<file path="src/rtl/uart_ascii_rx.sv">
// UART 8N1 receiver that turns incoming ASCII into a parallel character bus.
// Valid characters produce an active-low data strobe. ESC produces an
// active-low clear strobe. CR and LF are dropped. A bad stop bit produces a
// one-cycle frame-error pulse, and the receiver then waits for the line to
// return idle.
module uart_ascii_rx #(
  parameter int CLKS_PER_BIT  = 278,
  parameter int STROBE_CYCLES = 4
) (
  input  logic       clk,
  input  logic       rst,
  input  logic       rxd,
  output logic [7:0] ascii,
  output logic       dsn,
  output logic       clearn,
  output logic       frame_err,
  output logic       busy
);

  localparam int CW = (CLKS_PER_BIT > 1) ? $clog2(CLKS_PER_BIT) : 1;
  localparam int SW = $clog2(STROBE_CYCLES);
  localparam logic [CW-1:0] HALF_CNT  = CW'(CLKS_PER_BIT / 2);
  localparam logic [CW-1:0] LAST_CNT  = CW'(CLKS_PER_BIT - 1);
  localparam logic [SW-1:0] STRB_LOAD = SW'(STROBE_CYCLES - 1);
  localparam logic [7:0]    CH_ESC    = 8'h1B;
  localparam logic [7:0]    CH_CR     = 8'h0D;
  localparam logic [7:0]    CH_LF     = 8'h0A;

  typedef enum logic [2:0] {
    IDLE      = 3'd0,
    START     = 3'd1,
    DATA      = 3'd2,
    STOP      = 3'd3,
    WAIT_IDLE = 3'd4
  } state_t;

  state_t          r_state;
  state_t          w_state_nxt;
  logic            r_sync1;
  logic            r_sync2;
  logic            w_rx;
  logic [CW-1:0]   r_cnt;
  logic [CW-1:0]   w_cnt_nxt;
  logic [2:0]      r_bit;
  logic [2:0]      w_bit_nxt;
  logic [7:0]      r_shift;
  logic [7:0]      w_shift_nxt;
  logic            w_accept;
  logic            w_ferr;
  logic [7:0]      r_ascii;
  logic            r_dsn;
  logic            r_clearn;
  logic            r_frame_err;
  logic [SW-1:0]   r_strb_cnt;

  assign w_rx      = r_sync2;
  assign ascii     = r_ascii;
  assign dsn       = r_dsn;
  assign clearn    = r_clearn;
  assign frame_err = r_frame_err;
  assign busy      = (r_state != IDLE);

  // Two-flop synchroniser for the asynchronous serial line (idles high).
  always_ff @(posedge clk) begin
    if (rst) begin
      r_sync1 <= 1'b1;
      r_sync2 <= 1'b1;
    end else begin
      r_sync1 <= rxd;
      r_sync2 <= r_sync1;
    end
  end

  // FSM state, bit-timing counter and bit index; the shift register is pure data.
  always_ff @(posedge clk) begin
    if (rst) begin
      r_state <= IDLE;
      r_cnt   <= '0;
      r_bit   <= '0;
    end else begin
      r_state <= w_state_nxt;
      r_cnt   <= w_cnt_nxt;
      r_bit   <= w_bit_nxt;
    end
    r_shift <= w_shift_nxt;
  end

  // Next-state logic: mid-bit sampling, starting from the middle of the start bit.
  always_comb begin
    w_state_nxt = r_state;
    w_cnt_nxt   = r_cnt + CW'(1);
    w_bit_nxt   = r_bit;
    w_shift_nxt = r_shift;
    w_accept    = 1'b0;
    w_ferr      = 1'b0;
    case (r_state)
      IDLE: begin
        w_cnt_nxt = '0;
        if (!w_rx) begin
          w_state_nxt = START;
        end
      end
      START: begin
        if (r_cnt == HALF_CNT) begin
          w_cnt_nxt   = '0;
          w_bit_nxt   = '0;
          w_state_nxt = w_rx ? IDLE : DATA;
        end
      end
      DATA: begin
        if (r_cnt == LAST_CNT) begin
          w_cnt_nxt   = '0;
          w_shift_nxt = {w_rx, r_shift[7:1]};
          w_bit_nxt   = r_bit + 3'd1;
          if (r_bit == 3'd7) begin
            w_state_nxt = STOP;
          end
        end
      end
      STOP: begin
        if (r_cnt == LAST_CNT) begin
          w_cnt_nxt = '0;
          if (w_rx) begin
            w_accept    = 1'b1;
            w_state_nxt = IDLE;
          end else begin
            w_ferr      = 1'b1;
            w_state_nxt = WAIT_IDLE;
          end
        end
      end
      WAIT_IDLE: begin
        w_cnt_nxt = '0;
        if (w_rx) begin
          w_state_nxt = IDLE;
        end
      end
      default: begin
        w_cnt_nxt   = '0;
        w_state_nxt = IDLE;
      end
    endcase
  end

  // Output strobes. The strobe timer runs independently of the FSM. Loading
  // one strobe always releases the other, so dsn and clearn are never low together.
  always_ff @(posedge clk) begin
    if (rst) begin
      r_ascii     <= 8'h00;
      r_dsn       <= 1'b1;
      r_clearn    <= 1'b1;
      r_frame_err <= 1'b0;
      r_strb_cnt  <= '0;
    end else begin
      r_frame_err <= w_ferr;
      if (!r_dsn || !r_clearn) begin
        if (r_strb_cnt == '0) begin
          r_dsn    <= 1'b1;
          r_clearn <= 1'b1;
        end else begin
          r_strb_cnt <= r_strb_cnt - SW'(1);
        end
      end
      if (w_accept) begin
        if (r_shift == CH_ESC) begin
          r_clearn   <= 1'b0;
          r_dsn      <= 1'b1;
          r_strb_cnt <= STRB_LOAD;
        end else if ((r_shift != CH_CR) && (r_shift != CH_LF)) begin
          r_ascii    <= r_shift;
          r_dsn      <= 1'b0;
          r_clearn   <= 1'b1;
          r_strb_cnt <= STRB_LOAD;
        end
      end
    end
  end

endmodule
</file>
<file path="config.mk">
export PLATFORM = sky130hd
export DESIGN_NAME = uart_ascii_rx
export DESIGN_NICKNAME = d
export VERILOG_FILES = /design/src/rtl/uart_ascii_rx.sv
export SDC_FILE = /design/constraint.sdc
export NUM_CORES = 1
export LEC_CHECK = 0
export ABC_CLOCK_PERIOD_IN_PS = 3550
export CORE_UTILIZATION = 49
export DETAILED_ROUTE_END_ITERATION = 16
export GPL_TIMING_DRIVEN = 1
export PLACE_DENSITY = 0.67
export RECOVER_POWER = 25
export SYNTH_ARGS = -nofsm -noshare
export SYNTH_HDL_FRONTEND = slang
export SYNTH_SLANG_ARGS = --single-unit
</file>
<file path="constraint.sdc">
create_clock -name clk -period 3.55 [get_ports clk]
set_input_delay 0.355 -clock clk [delete_from_list [all_inputs] [get_ports clk]]
set_output_delay 0.355 -clock clk [all_outputs]
set_load 0.01 [all_outputs]
</file>
### After elaboration in Yosys (flattened, before gate mapping)

Cells that the tools add are included.

* shift-type cells: 0
* multipliers: 0
* multiplexer cells: 34
* reduce and logical (&&, ||, !) cells: 14
* bitwise gates (word level): 3
* eq/ne operators: 16
* order comparisons: 0
* add/subtract/negate cells: 3
* div/mod/pow operators: 0

Operator list (count)
* $mux W3: 9
* $mux W9: 2
* $pmux W9 S2: 1
* $ne A8 B4 Y1 const B: 2
* $pmux W3 S5: 1
* $mux W1: 14
* $mux W2: 6
* $ne A2 B2 Y1 const B: 6
* $add A9 B1 Y9 const B: 1
* $eq A9 B8 Y1 const B: 1
* $eq A9 B9 Y1 const B: 1
* $eq A8 B5 Y1 const B: 1
* $eq A3 B2 Y1 const B: 2
* $eq A3 B3 Y1 const B: 2
* $pmux W3 S2: 1
* $reduce_and A3 Y1: 2
* $reduce_and A6 Y1: 1
* $add A3 B1 Y3 const B: 1
* $eq A3 B1 Y1 const B: 1
* $logic_not A3 Y1: 1
* $not A1 Y1: 3
* $reduce_bool A3 Y1: 1
* $reduce_or A3 Y1: 1
* $logic_not A1 Y1: 2
* 7 further kinds: 7

* bits of input ports: 3
* memories kept: 0
* bits in latches: 0
* flip-flop bits (word level): 38
* word-level logic and storage cells: 81
* output and inout port bits: 12
* RAM bits: 0
* bits in read-only memories: 0

### Longest topological paths before layout

Gate-level depths: netlist of run 1.

* word-level depth: 6
* mapped depth: 6
* depth with buffers taken out: 6

### Worst setup path after synthesis of run 1

Ideal clock, no wire load.

* path type: register -> register
* start point: register r_cnt[0]
* end point: register r_clearn, in the netlist clearn
* data required time: 3.436 ns
* setup time: 0.114 ns
* cell stages (with the launch flop): 6
* setup slack: 1.768 ns
* arrival: 1.668 ns
* buffers on the path: 0
* period minus slack after synthesis: 1.782 ns
* cells stage by stage: dfxtp_1 ha_1 nand4bb_4 or3_4 or3_4 a21o_1

* cells in the longest elaborated chain, start to end: 4

RTL lines
* start: declaration: line 42 `logic [CW-1:0] r_cnt;`
* start signal: assignment: line 82 `r_cnt <= w_cnt_nxt;`
* $eq A9 B9 Y1: line 121 `if (r_cnt == LAST_CNT) begin`
* $mux W1: line 121
* $mux W1: line 96 `case (r_state)`
* $mux W1: line 164 `if (w_accept) begin`
* end signal: assignment: line 159 `r_clearn <= 1'b1;`
* end signal: assignment: line 166 `r_clearn <= 1'b0;`
* end signal: assignment: line 172 `r_clearn <= 1'b1;`
* end: declaration: line 52 `logic r_clearn;`

Every way passes these cells.
A chain may end at the register's enable or synchronous reset.

### Worst setup path after layout of run 1

* start point: register r_cnt[0]
* end point: register r_cnt[3]

* cells in the longest elaborated chain, start to end: 3
* elaborated cells on any way between the ends: 6
* classes of those cells: 1 x add/sub; 2 x eq/ne; 3 x mux

RTL lines
* $add A9 B1 Y9 (tied with other cells): line 91 `w_cnt_nxt = r_cnt + CW'(1);`
* $mux W9 (on tied branches): line 111, 121, 104
* $pmux W9 S2 *: line 96

Mark *: on every way between the ends. The rest lies on a longest branch, timed or not.

==> metrics.cfg, run 1 <==
[outcome]
status = finished clean

[cells_and_area]
syn_to_final_growth_pct = 15.9
layout-drive-gt1-share = 0.144
nNetsFinal = 193
regArea_um2 = 841
multi_input_area_um2 = 885
n_antenna_cell = 0
fillCellCount = 296
fin_util = 0.607

[timing]
drv_slew = 0
setup_tns_ns = 0
worst_pin_slew_ns = 0.659
setup_viol = 0
rsz0062_at_grt = no
max_slew_margin = 0.559
period_needed_ns = 2.06
max_clock_freq_mhz = 485
clock_skew_ns = 0.00705
post-route-period-util = 0.581
final_hold_viol_count = 0

[global_routing]
antenna_found_initial = 0
grt_pass1_wl_um = 5750
grt_util_all_layers = 0.191
overflow = 0
grt_pass1_vias = 1276
grt_start_max_net_pins = 19

[setup_path]
start_kind = flop
worst_setup_path_end_kind = flop
rr_startpoint = r_cnt[0]$_SDFF_PP0_
r2r-end = r_cnt[3]$_SDFF_PP0_
critPathMaxFanout = 9
cp.arrival_ns = 2.23
crit_type = flop to flop
reg2reg_depth = 5
rrSetupSlack_ns = 1.49
critical_path_required_ns = 3.72

[logic_synthesis]
synth_seq_cells = 38
synth_enable_flop_cells = 8
yosys_warnings = 0
netlist.area_leader.share = 0.333
yosysUniqueCellTypes = 54
yosysTopAreaCell = dfxtp_1
ys_seq_area_frac = 0.467
post_synth.cell_area_avg_um2 = 10.5
ys.flop_type = dfxtp_1
synth_area_leaders = dfxtp_1 33%, edfxtp_1 13%, xor2_1 3.4%
synth_area_um2 = 1800
synthArstFlopShare = 0
netlist_instances = 172
syn_nets = 179

[route]
met1_length_um = 1500
vias_per_cell = 5.56
wl_um = 3290
wl_met2_um = 1640
drt_iter0_drc = 54
post_drt_wl_per_cell_um = 14.1
wl_met3_um = 94
dr.pass1.iters = 4
top_layer = met4
ant_nets = 0
drcViolationCount = 0
num_vias = 1295

[floorplanning]
start_util = 0.523
die_area_um2 = 3920
ios = 15
rows = 21
chipWidth_um = 62.6
fp.dieH_um = 62.6
coreArea_um2 = 3440

[clocking]
postCtsSetupBuffers = 0
cts_sinks = 38
insertion_delay_ns = 0.30
clk_pin_slew_ns = 0.07
cts_buffers = 5
clock_tree.root_cell = clkbuf_8
clockBufferDepth = 2
cts_resized = 0
hold_buffers = 0
cts_tree = done
h-tree-depth = 2

[place]
io_buffers = 14
gp_congestion = 0.829
dp_hpwl_um = 2400

[worst_hold_path]
hold_start = r_sync1$_SDFF_PP1_
hold-path-endpoint = r_sync2$_SDFF_PP1_
worstHoldPathType = flop to flop
whs_path_depth = 1

[power]
ir_drop_v = 0.000264
power_density_nw_per_um2 = 439
p_leak_uw = 0.000686

[run]
drv_cap = 0

## cell usage in the layout, fill, tap and decap left out, types with 5 or more instances in the layout
cell type         n
edfxtp_1          8
dfxtp_1          30
nand2_1          15
inv_1             6
nor2_1           14
clkbuf_8          6
o21ai_0           5
clkdlybuf4s50_1  10
nand3_1           9
xor2_1            7
a21o_1            5
a21oi_1           8
## flip-flops by register name, indices dropped and copies added, names as in the netlist
signal / flops
dsn: 1
r_bit: 3
frame_err: 1
r_sync1: 1
r_strb_cnt: 2
r_shift: 8
clearn: 1
r_state: 3
r_sync2: 1
ascii: 8
r_cnt: 9
## routing by layer
| metal | vias up | track usage |
|---|---|---|
| li1 | 651 | - |
| met1 | 620 | 0.213 |
| met2 | 17 | 0.334 |
| met3 | 7 | 0.0383 |
| met4 | 0 | 0.113 |
| met5 | - | 0 |
## cells in the mapped netlist, drive strengths merged, types with 3 or more instances
library cell and n:
a21o 5, nand2 15, inv 6, dfxtp 30
xor2 7, ha 4, nor2 15, a21oi 8
or3 5, buf 6, nand3 9, or3b 3
edfxtp 8, mux2i 4, o21ai 5, or2 3
## final cells by class
cell class	count	share of cell area
multi-input combinational	121	0.424
sequential	38	0.403
timing repair buffer	14	0.0671
clock buffer	6	0.0395
clock inverter	2	0.0288
tap	46	0.0276
inverter	6	0.0108
## how the worst max path moves through the flow
stage / start / endpoint / slack (ns) / cells past startpoint
after global routing: r_cnt[0]$_SDFF_PP0_ / r_cnt[3]$_SDFF_PP0_ / 1.32 / 5
after detailed placement: rst / r_state[0]$_SDFFE_PP0P_ / 1.48 / 4
after floorplan: r_cnt[0]$_SDFF_PP0_ / clearn$_SDFF_PP1_ / 1.77 / 5
after CTS: r_cnt[0]$_SDFF_PP0_ / r_cnt[3]$_SDFF_PP0_ / 1.49 / 5
after global placement: rst / r_state[0]$_SDFFE_PP0P_ / 1.51 / 4
final: r_cnt[0]$_SDFF_PP0_ / r_cnt[3]$_SDFF_PP0_ / 1.49 / 5
## kinds of logic after synthesis
logic type / Yosys count / share of synthesized area
compound gates: 30 / 0.123
fa+ha+maj: 4 / 0.0278
mux: 5 / 0.0285
simple gates: 74 / 0.273
flops: 38 / 0.467
buf+inv: 13 / 0.0424
xor+xnor: 8 / 0.0389
## worst max-delay path, cell delays in order, from the launching register on
cell	delay, ns
dfxtp_1	0.42
ha_1	0.28
nor4bb_1	0.50
a21oi_1	0.22
o221ai_2	0.42
nor2_1	0.10
## report_power, final
group	leakage (µW)	internal, µW	switching (µW)
sequential	0.000314	441	2.74
combinational	0.000300	8.49	11.9
clock	0.0000714	300	153
total	0.000686	749	168
## metrics by stage
stage	worst slack, ns	instances	instance area [µm²]	hold slack (ns)	total power (µW)
floorplan	1.77	172	1800	0.389	469
global placement	1.51	225	1950	0.393	473
detailed placement	1.48	225	1950	0.400	474
CTS	1.49	233	2090	0.418	926
global route	1.32	233	2090	0.422	948
finish	1.49	233	2090	0.413	917
No activity file was read; power rests on OpenSTA's default activity.
==> inputs of run 2 (changes only) <==
Settings changed: ABC_CLOCK_PERIOD_IN_PS 3550 to 2200.
Clock period 3.55 ns to 2.2 ns, I/O delays scaled along.
==> run 2 against run 1 <==
  * Core utilization decreased by 0.36 points
  * Clock-buffer cell count decreased by 1
  * Sequential share of layout area increased by 0.24 points
  * Non-clock buffer count increased by 2
  * Sequential power increased by 62%
  * Design area decreased by 0.60%
  * Setup slack got worse by 1.2 ns
  * Largest cell class unchanged
  * Largest power group is now sequential cells
  * Highest routed layer unchanged
==> metrics.cfg, run 2 (synthesis gave the netlist of run 1 again) <==
[outcome]
status = finished clean

[floorplanning]
chipWidth_um = 62.6  ; unchanged
fp.dieH_um = 62.6  ; unchanged
ios = 15  ; unchanged
start_util = 0.523  ; unchanged
die_area_um2 = 3920  ; unchanged
rows = 21  ; unchanged
coreArea_um2 = 3440  ; unchanged

[route]
vias_per_cell = 5.56  ; about the same
ant_nets = 0  ; unchanged
wl_um = 3260  ; -1.0%
dr.pass1.iters = 4  ; unchanged
num_vias = 1307  ; +0.93%
post_drt_wl_per_cell_um = 13.9  ; -1.9%
drt_iter0_drc = 43  ; -20%
drcViolationCount = 0  ; unchanged

[timing]
max_slew_margin = 0.649  ; +0.0893
setup_viol = 0  ; unchanged
worst_pin_slew_ns = 0.520  ; -0.139 ns
period_needed_ns = 1.94  ; -0.120 ns
drv_slew = 0  ; unchanged
max_clock_freq_mhz = 515  ; +6.2%
final_hold_viol_count = 0  ; unchanged
setup_tns_ns = 0  ; unchanged
post-route-period-util = 0.883  ; +0.302
clock_skew_ns = 0.00348  ; -0.00358 ns
rsz0062_at_grt = no

[place]
io_buffers = 14  ; unchanged
dp_hpwl_um = 2440  ; +1.7%
gp_congestion = 0.838  ; +1.0%

[cells_and_area]
nNetsFinal = 195  ; +1.0%
layout_common_cells = 30 x dfxtp_1, 15 x nand2_1, 14 x nor2_1
n_antenna_cell = 0  ; unchanged
fin_util = 0.603  ; -0.00364
syn_to_final_growth_pct = 15.2
largest_register = r_cnt
final_common_cell = dfxtp_1
largest_reg_flops = 9  ; unchanged
layout-drive-gt1-share = 0.159  ; +0.0143

[global_routing]
overflow = 0  ; unchanged
grt_start_max_net_pins = 14  ; -5
grt_pass1_vias = 1283  ; +0.55%
grt_pass1_wl_um = 5750  ; +0.12%
grt_util_all_layers = 0.192  ; +0.000630
antenna_found_initial = 0  ; unchanged

[clocking]
clk_pin_slew_ns = 0.07  ; about the same
cts_buffers = 5  ; unchanged
insertion_delay_ns = 0.29  ; about the same
cts_tree = done
postCtsSetupBuffers = 0  ; unchanged
hold_buffers = 0  ; unchanged
cts_sinks = 38  ; unchanged
clockBufferDepth = 2  ; unchanged
clock_tree.root_cell = clkbuf_8
h-tree-depth = 2  ; unchanged

[power]
ir_drop_v = 0.000590  ; +120%
p_leak_uw = 0.000681  ; -0.64%
power_density_nw_per_um2 = 637  ; +45%

[setup_path]
critPathMaxFanout = 9  ; unchanged
crit_type = flop to flop
worst_setup_path_end_kind = flop
cp.arrival_ns = 2.11  ; -0.12 ns
critical_path_required_ns = 2.36  ; -1.36 ns
start_kind = flop

[run]
drv_cap = 0  ; unchanged

[worst_hold_path]
worstHoldPathType = flop to flop

run 2: cell types whose count changed in the layout (fill, tap and decap cells not counted):
cell / previous run / this run
nor4bb_1: 2 / 1
bufinv_16: 2 / 1
clkinv_2: 0 / 2
clkbuf_8: 6 / 5
nor4bb_2: 0 / 1
buf_4: 0 / 2
run 2: where the power goes:
part	switching (µW)	internal, µW	leakage [µW]
clock	241	333	0.0000579
sequential	4.63	711	0.000314
combinational	18.6	14.9	0.000310
total	264	1060	0.000681
run 2: repair_timing:
item / in CTS / in global routing
endpoints found under the hold margin: 0 / 0
setup endpoints to repair: 0 / 7
gates resized for setup: 0 / 1
run 2: final timing paths:
kind / start / cells after the start / to / slack (ns)
worst max-delay path: r_cnt[0]$_SDFF_PP0_ / 5 / r_cnt[3]$_SDFF_PP0_ / 0.26
worst min-delay path: r_sync1$_SDFF_PP1_ / 1 / r_sync2$_SDFF_PP1_ / 0.41
worst max register to register: r_cnt[0]$_SDFF_PP0_ / 5 / r_cnt[3]$_SDFF_PP0_ / 0.26
worst min register to register: r_sync1$_SDFF_PP1_ / 1 / r_sync2$_SDFF_PP1_ / 0.41
run 2: metal layers:
layer | wire (µm) | vias to the layer above | GRT usage | share of wire
met1 | 1410 | 625 | 0.221 | 0.43
met3 | 114 | 9 | 0.0547 | 0.035
met4 | 85 | 0 | 0.110 | 0.026
li1 | - | 652 | - | -
met5 | 0 | - | 0 | 0
met2 | 1650 | 21 | 0.315 | 0.51
run 2: worst max-delay path, stage by stage (launching register included):
cell and delay [ns]:
dfxtp_1 0.42, ha_1 0.27, nor4bb_1 0.43, a21oi_1 0.19, o221ai_2 0.38, nor2_1 0.12
run 2: final cells by class:
cell class                 count  area, µm²
clock buffer                   5       68.8
clock inverter                 3       40.0
fill                         277       1370
inverter                       6       22.5
multi-input combinational    121        891
sequential                    38        841
tap                           46       57.6
timing repair buffer          16        155
run 2: through the flow:
step | instances | hold WS [ns] | worst slack (ns) | area, µm² | power, µW
6_report | 235 | 0.410 | 0.257 | 2080 | 1320
3_3_place_gp | 227 | 0.394 | 0.345 | 1960 | 765
5_1_grt | 235 | 0.424 | 0.0834 | 2080 | 1380
3_5_place_dp | 227 | 0.394 | 0.268 | 1960 | 765
2_1_floorplan | 172 | 0.324 | 0.418 | 1800 | 757
4_1_cts | 235 | 0.411 | 0.257 | 2070 | 1340
==> inputs of run 3 (changes only) <==
Settings changed: SKIP_LAST_GASP set to 1.
==> results of run 3 <==
No change in the layout: final DEF, timing and power equal those of run 2.
